$ cat src/rtl/uart_baud_gen.sv
// UART baud tick generator: integer+fractional divisor producing an oversample strobe and a bit strobe.
// Ticks are registered; divisor updates written while running take effect at the next period boundary.
module uart_baud_gen #(
  parameter int CNT_W   = 16,
  parameter int FRAC_W  = 4,
  parameter int OS_RATE = 16,
  parameter int DEF_DIV = 1001
) (
  input  logic              clk,
  input  logic              rst_n,
  input  logic              run,
  input  logic              resync,
  input  logic              cfg_wr,
  input  logic [CNT_W-1:0]  cfg_int,
  input  logic [FRAC_W-1:0] cfg_frac,
  output logic              cfg_busy,
  output logic              os_tick,
  output logic              bit_tick
);
  localparam int OS_W = $clog2(OS_RATE);

  typedef enum logic {IDLE, RUN} state_t;

  state_t            state, state_nxt;
  logic [CNT_W:0]    cnt, cnt_nxt, eff_int, lim;
  logic [FRAC_W:0]   acc_sum;
  logic [FRAC_W-1:0] acc, acc_nxt;
  logic [OS_W-1:0]   os_cnt, os_cnt_nxt;
  logic [CNT_W-1:0]  act_int, act_int_nxt, sh_int, sh_int_nxt;
  logic [FRAC_W-1:0] act_frac, act_frac_nxt, sh_frac, sh_frac_nxt;
  logic              busy_nxt, os_nxt, bit_nxt, wrap;

  // Divisors below 2 are clamped so the strobe can never be held high continuously.
  assign eff_int = (act_int < CNT_W'(2)) ? (CNT_W+1)'(2) : {1'b0, act_int};
  assign acc_sum = {1'b0, acc} + {1'b0, act_frac};
  assign lim     = eff_int - (CNT_W+1)'(1) + {{CNT_W{1'b0}}, acc_sum[FRAC_W]};
  assign wrap    = (state == RUN) && (cnt == lim);

  always_comb begin
    state_nxt    = state;
    cnt_nxt      = cnt;
    acc_nxt      = acc;
    os_cnt_nxt   = os_cnt;
    act_int_nxt  = act_int;
    act_frac_nxt = act_frac;
    sh_int_nxt   = sh_int;
    sh_frac_nxt  = sh_frac;
    busy_nxt     = cfg_busy;
    os_nxt       = 1'b0;
    bit_nxt      = 1'b0;
    case (state)
      IDLE: begin
        cnt_nxt    = '0;
        acc_nxt    = '0;
        os_cnt_nxt = '0;
        busy_nxt   = 1'b0;
        if (cfg_wr) begin
          act_int_nxt  = cfg_int;
          act_frac_nxt = cfg_frac;
        end
        if (run) state_nxt = RUN;
      end
      RUN: begin
        if (!run) begin
          state_nxt  = IDLE;
          cnt_nxt    = '0;
          acc_nxt    = '0;
          os_cnt_nxt = '0;
          busy_nxt   = 1'b0;
          if (cfg_wr) begin
            act_int_nxt  = cfg_int;
            act_frac_nxt = cfg_frac;
          end else if (cfg_busy) begin
            act_int_nxt  = sh_int;
            act_frac_nxt = sh_frac;
          end
        end else begin
          if (resync) begin
            // Restart half a bit in so the next bit strobe lands mid-bit.
            cnt_nxt    = '0;
            acc_nxt    = '0;
            os_cnt_nxt = OS_W'(OS_RATE / 2);
          end else if (wrap) begin
            cnt_nxt    = '0;
            acc_nxt    = acc_sum[FRAC_W-1:0];
            os_cnt_nxt = os_cnt + OS_W'(1);
            os_nxt     = 1'b1;
            bit_nxt    = (os_cnt == OS_W'(OS_RATE - 1));
          end else begin
            cnt_nxt = cnt + (CNT_W+1)'(1);
          end
          if ((resync || wrap) && cfg_busy) begin
            act_int_nxt  = sh_int;
            act_frac_nxt = sh_frac;
            busy_nxt     = 1'b0;
          end
          // A write coinciding with a boundary waits for the following one.
          if (cfg_wr) begin
            sh_int_nxt  = cfg_int;
            sh_frac_nxt = cfg_frac;
            busy_nxt    = 1'b1;
          end
        end
      end
      default: state_nxt = IDLE;
    endcase
  end

  always_ff @(posedge clk) begin
    if (!rst_n) begin
      state    <= IDLE;
      cnt      <= '0;
      acc      <= '0;
      os_cnt   <= '0;
      act_int  <= CNT_W'(DEF_DIV);
      act_frac <= '0;
      sh_int   <= '0;
      sh_frac  <= '0;
      cfg_busy <= 1'b0;
      os_tick  <= 1'b0;
      bit_tick <= 1'b0;
    end else begin
      state    <= state_nxt;
      cnt      <= cnt_nxt;
      acc      <= acc_nxt;
      os_cnt   <= os_cnt_nxt;
      act_int  <= act_int_nxt;
      act_frac <= act_frac_nxt;
      sh_int   <= sh_int_nxt;
      sh_frac  <= sh_frac_nxt;
      cfg_busy <= busy_nxt;
      os_tick  <= os_nxt;
      bit_tick <= bit_nxt;
    end
  end
endmodule

$ cat config.mk
export PLATFORM = sky130hd
export DESIGN_NAME = uart_baud_gen
export DESIGN_NICKNAME = d
export VERILOG_FILES = /design/src/rtl/uart_baud_gen.sv
export SDC_FILE = /design/constraint.sdc
export NUM_CORES = 1
export LEC_CHECK = 0
export ABC_AREA = 1
export BUFFER_PORTS_ARGS = -buffer_cell sky130_fd_sc_hd__buf_2
export CORE_MARGIN = 2
export CORE_UTILIZATION = 54
export CTS_BUF_LIST = sky130_fd_sc_hd__clkbuf_8
export DETAILED_ROUTE_END_ITERATION = 16
export PLACE_DENSITY = 0.76
export SLEW_MARGIN = 10
export SYNTH_ARGS = -nofsm -noshare
export SYNTH_HDL_FRONTEND = slang
export SYNTH_SLANG_ARGS = --single-unit
$ cat constraint.sdc
create_clock -name clk -period 9 [get_ports clk]
set_input_delay 1.8 -clock clk [delete_from_list [all_inputs] [get_ports clk]]
set_output_delay 1.8 -clock clk [all_outputs]
set_load 0.02 [all_outputs]
# Word level (Yosys, flattened, before mapping)
# Index checks and enable logic that the tools add are counted.
# op_classes
n_addsub	5
order_cmp	1
eq_ne	7
n_mux	31
bitwise	4
reduce_logical	7
# op_table
operator	count
two-way mux 16 bit	6
two-way mux 17 bit	3
two-way mux 4 bit	11
case mux 17 bit (2 select lines)	1
case mux 16 bit (2 select lines)	1
case mux 4 bit (2 select lines)	3
adder 17 x 1 -> 17 bit	1
adder 17 x 1 -> 17 bit, second input constant	1
equality test 17 bit	1
subtractor 16 x 1 -> 17 bit, second input constant	1
< comparator 16 x 2 -> 1 bit, second input constant	1
!= test 4 x 3 -> 1 bit, second input constant	2
AND reduction 3 bit	2
adder 4 x 4 -> 5 bit	1
two-way mux 1 bit	5
OR reduction 5 bit	1
adder 4 x 1 -> 4 bit, second input constant	1
equality test 4 bit, second input constant	1
!= test 4 bit, second input constant	1
inverter 1 bit	4
OR reduction 4 bit	1
!= test 3 x 2 -> 1 bit, second input constant	1
logical AND 1 bit	2
!= test 2 bit, second input constant	1
other kinds (2)	2
# totals
reg_bits	69
inputBits	25
out_inout_bits	3
word_cells	66

# Logic depth before layout (Yosys ltp)
# Gate-level depths: netlist (run 1).
# depth
word_depth	12
ltp_mapped	23
mapped_depth_nobuf	22

# Worst setup path before layout (run 1)
# No wires, ideal clock.
# synth_path
path_kind	flip-flop to flip-flop
startpoint	register acc[0]
endpoint	register cnt[0]
setup_ns	0.118
arrival_time_ns	2.961
required_ns	8.882
slack_ns	5.922
path_stages_with_launch	23
path_buffers	2
period_less_slack_ns	3.078
path_cell_list	dfxtp_1 ha_1 fa_1 nand2_1 nand2_1 a21oi_1 ha_1 ha_1 nand2_1 nor2_2 nand2_1 nor3_2 nand2_1 xor2_1 clkinv_1 nor2_1 nand2_2 buf_6 inv_6 nand2_4 nand2_4 buf_12 nor2_2
# synth_via
elab_chain_cells	8
# synth_rtl
element	line	rtl
start, declared	27	logic [FRAC_W-1:0] acc, acc_nxt;
start signal, assigned	125	acc <= acc_nxt;
adder 4 x 4 -> 5 bit	35	assign acc_sum = {1'b0, acc} + {1'b0, act_frac};
adder 17 x 1 -> 17 bit	36	assign lim = eff_int - (CNT_W+1)'(1) + {{CNT_W{1'b0}}, acc_sum[FRAC_W]};
equality test 17 bit	37	assign wrap = (state == RUN) && (cnt == lim);
logical AND 1 bit	37	
two-way mux 17 bit	83	end else if (wrap) begin
two-way mux 17 bit	78	if (resync) begin
two-way mux 17 bit	64	if (!run) begin
case mux 17 bit (2 select lines)	51	case (state)
end signal, assigned	124	cnt <= cnt_nxt;
end, declared	25	logic [CNT_W:0] cnt, cnt_nxt, eff_int, lim;
# Every way passes these cells.
# A chain may end at the register's enable or synchronous reset.

# Final worst setup path (run 1)
# layout_path
startpoint	register acc[0]
endpoint	register act_frac[2]
# layout_via
elab_chain_cells	8
# layout_rtl
element	line	rtl
adder 4 x 4 -> 5 bit	35	
adder 17 x 1 -> 17 bit	36	
equality test 17 bit	37	
logical AND 1 bit	37	
logical OR 1 bit	92	if ((resync || wrap) && cfg_busy) begin
logical AND 1 bit	92	
!= test 3 x 2 -> 1 bit (no source line)	n/a	
AND reduction 3 bit (no source line)	n/a	
end signal, assigned	128	act_frac <= act_frac_nxt;
end, declared	30	logic [FRAC_W-1:0] act_frac, act_frac_nxt, sh_frac, sh_frac_nxt;
# Every way passes these cells.

==> results of run 1 <==
[layout by cell type, fill, tap and decap left out, types with 2 or more instances in the layout]
cell	Yosys	layout
nand3_1	38	38
nand2_2	2	2
dfxtp_1	69	69
nor3_1	5	5
nand2_1	97	97
nand4_1	2	2
buf_2	1	27
clkbuf_8	0	10
inv_2	2	2
xor2_1	17	17
ha_1	8	8
xnor2_1	16	16
or2_2	3	3
o21ai_0	34	34
inv_1	55	56
nor3_2	2	2
nor2_2	15	16
nand2_4	4	4
nor2_1	76	75
a21oi_1	44	44
and3_1	2	2
nand3b_1	4	4
clkinv_2	0	2
clkinv_4	0	3
[state kept, by name, indices dropped and copies added, names as in the netlist]
signal	flops
act_int	16
sh_int	16
cnt	17
sh_frac	4
acc	4
bit_tick	1
act_frac	4
cfg_busy	1
os_tick	1
state	1
os_cnt	4
[metrics by stage]
step | instance area (µm²) | utilization, % | hold slack [ns]
2_1_floorplan | 3650 | - | 0.429
3_3_place_gp | 3780 | 58.6 | 0.441
3_5_place_dp | 3780 | 58.6 | 0.447
6_report | 3960 | 61.4 | 0.461
5_1_grt | 3960 | 61.4 | 0.490
4_1_cts | 3960 | 61.3 | 0.459
[cell usage after synthesis, drive strengths merged]
cell type,number,area share [%]
o21bai,1,0.21
xor2,17,4.1
nand3,38,5.2
nor2,91,10
o21ai,34,4.7
ha,8,2.7
clkbuf,11,1.1
xnor2,16,3.8
nor3,7,1.2
dfxtp,69,38
nand3b,4,0.82
fa,1,0.55
nand4,3,0.69
buf,5,1.5
or2,4,0.69
o211ai,1,0.21
inv,58,6.1
clkinv,1,0.10
nand2,103,12
and3,2,0.34
a21oi,44,6.0
[layout make-up]
| class | instances | area share [%] |
|---|---|---|
| Clock buffer | 10 | 3.47 |
| Clock inverter | 6 | 1.01 |
| Inverter | 59 | 5.72 |
| Multi-Input combinational cell | 374 | 49.1 |
| Sequential cell | 69 | 34.9 |
| Tap cell | 77 | 2.43 |
| Timing Repair Buffer | 27 | 3.41 |
[routing by layer]
layer	up-vias	global-route usage (%)	wire length, µm
li1	1684	-	-
met1	1405	26.4	3400
met2	36	37.9	3580
met3	9	3.52	216
met4	0	9.38	103
met5	-	0	0
[worst min-delay path by stage]
stage / end / start / cells after the start
floorplan: act_int[0] / act_int[0] / 2
global placement: sh_int[12] / sh_int[12] / 2
detailed placement: sh_int[15] / sh_int[15] / 2
CTS: sh_int[15] / sh_int[15] / 2
global route: sh_frac[1] / sh_frac[1] / 2
finish: sh_int[15] / sh_int[15] / 2
[worst max-delay path: cells and delay by family, from the launching register on]
family	cells	cell delay (ns)
buffers and inverters	1	0.08
AOI/OAI and AO/OA	1	0.13
adders and majority gates	4	1.02
DFF	1	0.32
and+or+nand+nor	14	1.81
xor gates and xnor gates	1	0.15
[power by group]
group | internal (µW) | switching (µW) | total (µW) | leakage (µW)
Clock | 107 | 119 | 226 | 0.0000974
Sequential | 317 | 11.2 | 328 | 0.000563
Combinational | 29.4 | 46.4 | 75.8 | 0.00106
[logic make-up after synthesis]
kind of cell    Yosys count  synth area share (%)
simple gates            252                  30.9
compound gates           80                  11.1
buf+inv                  75                  8.85
flops                    69                  37.9
xor+xnor                 33                  7.92
fa+ha+maj                 9                  3.29
==> metrics.cfg, run 1 <==
[run_status]
status = finished, final reports clean

[sta]
rsz0062_at_grt = no
fin_crit_ns = 3.57
setup_tns_ns = 0
setup_ws_ns = 5.43
finalMaxSlewViolations = 0
fin_crit_sh_pct = 39.7
slew_headroom_pct = 28.2
max_freq_mhz = 280
final-hold-violation-count = 0
finClkSkew_ns = 0.0136
tightest_slew_ns = 1.07
setup_viol = 0

[power_and_ir_drop]
ir_drop_v = 0.000105
power.total_uw = 630
powerDensity_nw_per_um2 = 159
p_leak_uw = 0.00172

[worst_setup_path]
endpoint = act_frac[2]
timing.rr.end = act_frac[2]
slowest_delay_ns = 0.40
cp-startpoint = acc[0]
end_kind = flip-flop
critical_path_arrival_ns = 3.85
crit_fanout = 33
worstSetupPathType = reg2reg
cp-start-kind = flip-flop
rrSetupSlack_ns = 5.43
cp_common_cell = nand2_1
slowest_stage = fa_1
r2r_start = acc[0]
worstPathRequired_ns = 9.28
reg2regPathDepth = 21
path_cells = ha_1 -> fa_1 -> nand2_1 -> nand2_1 -> a21oi_1 -> ha_1 -> ha_1 -> nand2_1 -> nor2_2 -> nand2_1 -> nor3_2 -> nand2_1 -> xor2_1 -> clkinv_1 -> nor2_1 -> nand2_2 -> nand2_4 -> nand2_4 -> nand2_1 -> nand2_1 -> nor2_1

[clock_network]
clk_path_buf_depth = 2
root_buffer = clkbuf_8
cts_tree = built
clock_sinks = 69
cts.reportedPaths.clkPinSlew_ns = 0.08
post_cts_buffers = 0
post_cts_resized = 0
htree_levels = 3
worstSkewPairLatency_ns = 0.35
cts_hold_buf = 0
cts_made_buffers = 9

[floorplanning]
fp.dieW_um = 86.2
core-area_um2 = 6460
initial_core_util_pct = 56.5
dieArea_um2 = 7430
die_y_um = 86.2
pin_count = 28
num_rows = 29

[grt]
grt_pass1_vias = 3020
antenna_found_initial = 0
grt_overflow_total = 0
grt_start_max_net_pins = 43
grt_use_total_pct = 21.7
grt_pass1_wl_um = 13100

[yosys]
yosysWarnings = 0
mappedNetlistArea_um2 = 3650
synth.distinct_cells = 32
syn_nets = 552
syn_avg_cell_area_um2 = 7.04
syn_inst = 518
ys_seq_area_share_pct = 37.9
ys_ff_latch = 69

[route]
drtIter0Drc = 190
routed_wl_um = 7310
drc = 0
firstDrtPassIters = 5
viasPerCell = 5.04
route.antenna.remaining_nets = 0
post_drt_wl_per_cell_um = 11.7
vias = 3134

[placement]
portBuffers = 27
gp_congestion = 0.873
place_inst = 606
pre_cts_ws_ns = 5.28
dp.final_hpwl_um = 5380

[finish]
diodes = 0
multi_input_area_um2 = 1950
final_cells = 622
drive_gt1_share_pct = 13.4
ff_latch_area_um2 = 1380
syn2layout_area_growth_pct = 8.64
fin_nets = 574
fillCellCount = 609

[run]
max_cap_viol_count = 0

[worst_hold_path]
worstHoldPathType = reg2reg

(Power assumes the default switching activity.)
==> run 2: changes to the inputs <==
--- a/config.mk
+++ b/config.mk
@@ -5,13 +5,13 @@
 export SDC_FILE = /design/constraint.sdc
 export NUM_CORES = 1
 export LEC_CHECK = 0
-export ABC_AREA = 1
+export ABC_AREA = 0
 export BUFFER_PORTS_ARGS = -buffer_cell sky130_fd_sc_hd__buf_2
 export CORE_MARGIN = 2
 export CORE_UTILIZATION = 54
 export CTS_BUF_LIST = sky130_fd_sc_hd__clkbuf_8
 export DETAILED_ROUTE_END_ITERATION = 16
-export PLACE_DENSITY = 0.76
+export PLACE_DENSITY = 0.78
 export SLEW_MARGIN = 10
 export SYNTH_ARGS = -nofsm -noshare
 export SYNTH_HDL_FRONTEND = slang
==> constraint.sdc (replaced) <==
create_clock -name clk -period 3.2 [get_ports clk]
set_input_delay 0.64 -clock clk [delete_from_list [all_inputs] [get_ports clk]]
set_output_delay 0.64 -clock clk [all_outputs]
set_load 0.02 [all_outputs]
==> run 2 against run 1 <==
- the run now ends with setup timing left
- first-iteration DRC count shrank 8.9%
- die area up 6.4%
- sequential cell count did not move
- largest power group unchanged
- highest routed layer unchanged
==> metrics.cfg, run 2 <==
[run_status]
status = complete, but fails checks
violations = setup timing

[power_and_ir_drop]
p_leak_uw = 0.00192  ; +12%
powerDensity_nw_per_um2 = 380  ; +140%
ir_drop_v = 0.000286  ; +170%

[sta]
max_freq_mhz = 281  ; +0.34%
tightest_slew_ns = 0.816  ; -0.259 ns
slew_headroom_pct = 45.4  ; +17 points
final-hold-violation-count = 0  ; unchanged
setup_viol = 48  ; +48
finClkSkew_ns = 0.0103  ; -0.00334 ns
fin_crit_ns = 3.56  ; -0.0122 ns
finalMaxSlewViolations = 0  ; unchanged
fin_crit_sh_pct = 111  ; +72 points
setup_ws_ns = -0.362  ; -5.79 ns
rsz0062_at_grt = yes

[finish]
ff_latch_area_um2 = 1380  ; +0.18%
largest_reg_flops = 17  ; unchanged
final_common_cell = nand2_1
multi_input_area_um2 = 2630  ; +35%
syn2layout_area_growth_pct = 29.3
fillCellCount = 544  ; -11%
diodes = 0  ; unchanged
drive_gt1_share_pct = 31.9  ; +19 points
layout_common_cells = nand2_1, dfxtp_1, buf_4
final_cells = 641  ; +3.1%
top_regs = cnt x17, act_int x16, sh_int x16
final_util_pct = 73.3  ; +12 points
fin_nets = 574  ; unchanged
largest_register = cnt

[route]
route.antenna.remaining_nets = 0  ; unchanged
vias = 3609  ; +15%
drc = 0  ; unchanged
routed_wl_um = 10200  ; +39%
drtIter0Drc = 173  ; -8.9%
firstDrtPassIters = 5  ; unchanged
viasPerCell = 5.63  ; +12%
post_drt_wl_per_cell_um = 15.8  ; +35%

[yosys]
mappedNetlistArea_um2 = 3890  ; +6.8%
synth.distinct_cells = 57  ; +78%
post-synth-top-count-cell = nand2_1
yosysTopAreaCellShare_pct = 35.5  ; -2.4 points
ys_ff_latch = 69  ; unchanged
synth_top_cell_by_area = dfxtp_1
syn_inst = 470  ; -9.3%
async_flop_share_pct = 0  ; unchanged
yosysWarnings = 0  ; unchanged
syn_nets = 504  ; -8.7%
synth_common_cells = nand2_1, dfxtp_1, nor2_1
ys_seq_area_share_pct = 35.5  ; -2.4 points
synth_edf_count = 0  ; unchanged
yosys_most_used_dff = dfxtp_1
yosys-top-cells-area = dfxtp_1, nand2_1, xnor2_1
syn_avg_cell_area_um2 = 8.28  ; +18%

[floorplanning]
die_y_um = 88.9  ; +3.2%
fp.dieW_um = 88.9  ; +3.2%
num_rows = 30  ; +3.4%
core-area_um2 = 6870  ; +6.4%
pin_count = 28  ; unchanged
initial_core_util_pct = 56.7  ; +0.21 points
dieArea_um2 = 7910  ; +6.4%

[worst_setup_path]
crit_fanout = 7  ; -79%
rrSetupSlack_ns = -0.36  ; -5.79 ns
slowest_delay_ns = 0.50  ; +0.10 ns
reg2regPathDepth = 14  ; -33%
end_kind = flip-flop
cp_common_cell = ha_4
worstPathRequired_ns = 3.44  ; -5.84 ns
cp-start-kind = flip-flop
r2r_start = acc[0]
timing.rr.end = os_cnt[0]
slowest_stage = or4b_1
worstSetupPathType = reg2reg
critical_path_arrival_ns = 3.80  ; -0.05 ns
path_cells = ha_4 -> fa_2 -> a21o_1 -> a21oi_2 -> ha_2 -> ha_4 -> or4b_4 -> o21ai_2 -> or4b_1 -> nor4_2 -> and3_4 -> buf_6 -> xnor2_1 -> nor2_1

[grt]
grt_start_max_net_pins = 61  ; +42%
grt_pass1_wl_um = 16000  ; +23%
grt_pass1_vias = 3388  ; +12%
antenna_found_initial = 0  ; unchanged
grt_overflow_total = 0  ; unchanged
grt_use_total_pct = 26.3  ; +4.6 points

[run]
max_cap_viol_count = 0  ; unchanged

[clock_network]
clk_path_buf_depth = 2  ; unchanged
clock_sinks = 69  ; unchanged
cts_tree = built
cts_hold_buf = 0  ; unchanged
htree_levels = 3  ; unchanged
worstSkewPairLatency_ns = 0.36  ; about the same
cts_made_buffers = 9  ; unchanged
root_buffer = clkbuf_8
cts.reportedPaths.clkPinSlew_ns = 0.08  ; about the same

[placement]
portBuffers = 27  ; unchanged
dp.final_hpwl_um = 6930  ; +29%
gp_congestion = 1.01  ; +16%
place_inst = 611  ; +0.83%

[worst_hold_path]
worstHoldPathType = reg2reg
hold_depth = 2  ; unchanged
hold_start = sh_int[3]
min_to = sh_int[3]

run 2: cell types whose count changed in the layout (fill, tap and decap cells not counted), moves of 14 or more:
cell | before | now
nand2_1 | 97 | 82
buf_4 | 0 | 48
inv_1 | 56 | 13
nand3_1 | 38 | 17
mux2_2 | 0 | 14
a21boi_0 | 0 | 20
o21ai_0 | 34 | 1
a21oi_1 | 44 | 9
nor2_1 | 75 | 23
run 2: per-layer routing:
metal / share of wire [%] / global-route usage, % / vias to the layer above
met3: 4.5 / 5.72 / 11
met2: 49 / 44.2 / 80
li1: - / - / 1786
met4: 1.2 / 6.34 / 0
met1: 45 / 34.7 / 1732
met5: 0 / 0 / -
run 2: cell type report:
| type | count | share of cell area (%) |
|---|---|---|
| Clock buffer | 9 | 2.46 |
| Clock inverter | 7 | 1.49 |
| Inverter | 12 | 0.895 |
| Multi-Input combinational cell | 363 | 52.2 |
| Sequential cell | 69 | 27.5 |
| Tap cell | 96 | 2.39 |
| Timing Repair Buffer | 85 | 13.1 |
run 2: worst max-delay path by stage:
stage	from	end
finish	acc[0]	os_cnt[0]
global route	acc[0]	os_cnt[3]
CTS	acc[0]	os_cnt[0]
detailed placement	acc[0]	os_cnt[0]
global placement	act_frac[0]	os_cnt[0]
floorplan	acc[0]	acc[2]
run 2: cells by family (layout without fill, tap and decap cells):
family                     count (synthesis)  after routing  share of synthesized area, %
DFF                                       69             69                          35.5
and+or+nand+nor                          203            203                          26.1
buffers and inverters                     38            113                          4.47
muxes                                     22             22                          6.11
adders and majority gates                  9              9                          3.08
AOI/OAI and AO/OA                         89             89                          15.8
xor gates and xnor gates                  40             40                          9.00
run 2: timing repair:
action | 4_1_cts | 5_1_grt
resized for setup | 12 | 51
setup buffers | 9 | 5
endpoints found under the setup margin | 46 | 48
pin swaps | 9 | 22
cloned | 2 | 1
run 2: power by group:
group	total [µW]	switching, µW	leakage [µW]	internal, µW
sequential	897	16.8	0.000560	880
combinational	292	159	0.00126	133
clock	726	362	0.0000976	364
run 2: worst max-delay path: cells and delay by family, from the launching register on:
| kind | cells | cell delay (ns) |
|---|---|---|
| compound gates | 3 | 0.48 |
| buf+inv | 1 | 0.12 |
| fa+ha+maj | 4 | 0.85 |
| xor+xnor | 1 | 0.11 |
| flops | 1 | 0.34 |
| simple gates | 5 | 1.55 |
run 2: through the flow:
stage	area [µm²]	setup WS, ns	total power, µW	hold slack [ns]	setup TNS [ns]
global route	5030	-0.500	1990	0.482	-18.39
CTS	4800	-0.318	1900	0.468	-11.78
detailed placement	4430	-0.340	1170	0.457	-8.12
floorplan	3950	-0.149	1080	0.441	-1.33
global placement	4430	-0.275	1170	0.448	-5.30
finish	5030	-0.362	1910	0.466	-13.29
==> run 3: changes to the inputs <==
--- a/config.mk
+++ b/config.mk
@@ -12,6 +12,7 @@
 export CTS_BUF_LIST = sky130_fd_sc_hd__clkbuf_8
 export DETAILED_ROUTE_END_ITERATION = 16
 export PLACE_DENSITY = 0.78
+export RECOVER_POWER = 50
 export SLEW_MARGIN = 10
 export SYNTH_ARGS = -nofsm -noshare
 export SYNTH_HDL_FRONTEND = slang
==> run 3 against run 2 <==
- the flow still finishes with violations (setup timing)
- largest power group unchanged
- critical endpoint unchanged
- critical path depth is the same
- power shrank 0.18%
- critical path type unchanged
- clock-buffer cell count is the same
- routed wire length shrank 0.62%
- sequential power is essentially flat
==> metrics.cfg, run 3 (synthesized netlist as in run 2, its figures left out) <==
[run]
max_cap_viol_count = 0  ; unchanged

[route]
routed_wl_um = 10100  ; -0.62%
route.antenna.remaining_nets = 0  ; unchanged
vias = 3567  ; -1.2%
drc = 0  ; unchanged
firstDrtPassIters = 4  ; -1
drtIter0Drc = 171  ; -1.2%
post_drt_wl_per_cell_um = 15.7  ; -0.62%
viasPerCell = 5.56  ; -1.2%

[sta]
finClkSkew_ns = 0.0104  ; +0.000131 ns
max_freq_mhz = 279  ; -0.50%
setup_viol = 48  ; unchanged
slew_headroom_pct = 45.4  ; -0.068 points
tightest_slew_ns = 0.817  ; +0.00101 ns
hold_ws_ns = 0.465  ; -0.00147 ns
fin_crit_sh_pct = 112  ; +0.56 points
setup_tns_ns = -13.21  ; +0.0821 ns
fin_crit_ns = 3.58  ; +0.0178 ns
setup_ws_ns = -0.380  ; -0.0178 ns
rsz0062_at_grt = yes
finalMaxSlewViolations = 0  ; unchanged
final-hold-violation-count = 0  ; unchanged

[finish]
design_area_um2 = 5030  ; about the same
final_common_cell = nand2_1
largest_reg_flops = 17  ; unchanged
fin_nets = 574  ; unchanged
layout_common_cells = nand2_1, dfxtp_1, buf_4
diodes = 0  ; unchanged
largest_register = cnt
top_regs = cnt x17, act_int x16, sh_int x16
drive_gt1_share_pct = 31.4  ; -0.55 points
final_cells = 641  ; unchanged
syn2layout_area_growth_pct = 29.2  ; about the same

[power_and_ir_drop]
p_seq_share_pct = 46.9  ; about the same
clkPwrFrac_pct = 37.8  ; about the same
combPwrFrac_pct = 15.2  ; about the same
p_sw_uw = 534  ; -0.65%
powerDensity_nw_per_um2 = 380  ; -0.11%
ir_drop_v = 0.000285  ; -0.43%
p_leak_uw = 0.00190  ; -0.72%
power.internal_uw = 1380  ; about the same
swShare_pct = 28.0  ; -0.13 points

[clock_network]
cts_made_buffers = 9  ; unchanged
cts_hold_buf = 0  ; unchanged
worstSkewPairLatency_ns = 0.35  ; about the same
cts_tree = built
root_buffer = clkbuf_8
clk_path_buf_depth = 2  ; unchanged
htree_levels = 3  ; unchanged
cts.reportedPaths.clkPinSlew_ns = 0.08  ; about the same
clock_sinks = 69  ; unchanged

[worst_setup_path]
end_kind = flip-flop
critical_path_arrival_ns = 3.81  ; about the same
cp-start-kind = flip-flop
crit_fanout = 7  ; unchanged
worstSetupPathType = reg2reg
worstPathRequired_ns = 3.43  ; about the same

[floorplanning]
die_y_um = 88.9  ; unchanged
pin_count = 28  ; unchanged
fp.dieW_um = 88.9  ; unchanged
num_rows = 30  ; unchanged
dieArea_um2 = 7910  ; unchanged
core-area_um2 = 6870  ; unchanged
initial_core_util_pct = 56.7  ; unchanged

[grt]
grt_use_total_pct = 26.3  ; unchanged
grt_start_max_net_pins = 61  ; unchanged
grt_pass1_wl_um = 16000  ; unchanged
grt_overflow_total = 0  ; unchanged
grt_pass1_vias = 3388  ; unchanged
antenna_found_initial = 0  ; unchanged

[placement]
gp_congestion = 1.01  ; unchanged
pre_cts_ws_ns = -0.340  ; unchanged
place_inst = 611  ; unchanged
place_area_um2 = 4430  ; unchanged
dp.final_hpwl_um = 6930  ; unchanged
portBuffers = 27  ; unchanged

[run_status]
status = complete, but fails checks
violations = setup timing

[worst_hold_path]
worstHoldPathType = reg2reg

run 3: cell count changes in the layout (fill, tap and decap cells not counted):
| cell | previous run | this run |
|---|---|---|
| buf_2 | 27 | 24 |
| and2_0 | 0 | 1 |
| and2_1 | 2 | 1 |
| clkbuf_1 | 0 | 3 |
run 3: final cells by class:
type / count / area, µm²
Tap cell: 96 / 120
Sequential cell: 69 / 1380
Multi-Input combinational cell: 363 / 2630
Fill cell: 547 / 1840
Inverter: 12 / 45.0
Timing Repair Buffer: 85 / 656
Clock buffer: 9 / 124
Clock inverter: 7 / 75.1
run 3: power by group through the flow:
stage          logic, µW  clock network [µW]  registers (µW)
2_1_floorplan        157                   0             921
3_3_place_gp         253                   0             915
3_5_place_dp         256                   0             917
4_1_cts              267                 734             896
5_1_grt              316                 774             900
6_report             291                 723             897
run 3: metrics by stage:
stage	utilization [%]	total power [µW]
2_1_floorplan	-	1080
3_3_place_gp	64.4	1170
3_5_place_dp	64.4	1170
4_1_cts	69.9	1900
5_1_grt	73.2	1990
6_report	73.2	1910
run 3: final timing paths:
kind	startpoint	endpoint	slack (ns)	cells after the start
max	acc[0]	os_cnt[0]	-0.38	14
min	sh_int[6]	sh_int[6]	0.46	2
max reg2reg	acc[0]	os_cnt[0]	-0.38	14
min reg2reg	sh_int[6]	sh_int[6]	0.46	2
run 3: repair_timing:
action | in CTS | in global routing
buffers inserted | 9 | 5
cloned | 2 | 1
setup endpoints to repair | 46 | 48
resized for setup | 12 | 51
pin swaps | 9 | 22
run 3: critical path, cell delays in order, from the launching register on:
cell,delay (ns)
dfxtp_2,0.34
ha_4,0.16
fa_2,0.34
a21o_1,0.18
a21oi_2,0.13
ha_2,0.21
ha_4,0.14
or4b_4,0.47
o21ai_2,0.17
or4b_1,0.51
nor4_2,0.30
and3_4,0.24
buf_6,0.12
xnor2_1,0.11
nor2_1,0.05
run 3: per-layer routing:
| layer | vias up | wire, µm | GRT usage (%) |
|---|---|---|---|
| met5 | - | 0 | 0 |
| met4 | 0 | 117 | 6.34 |
| met3 | 12 | 440 | 5.72 |
| met2 | 74 | 5000 | 44.2 |
| met1 | 1694 | 4530 | 34.7 |
| li1 | 1787 | - | - |
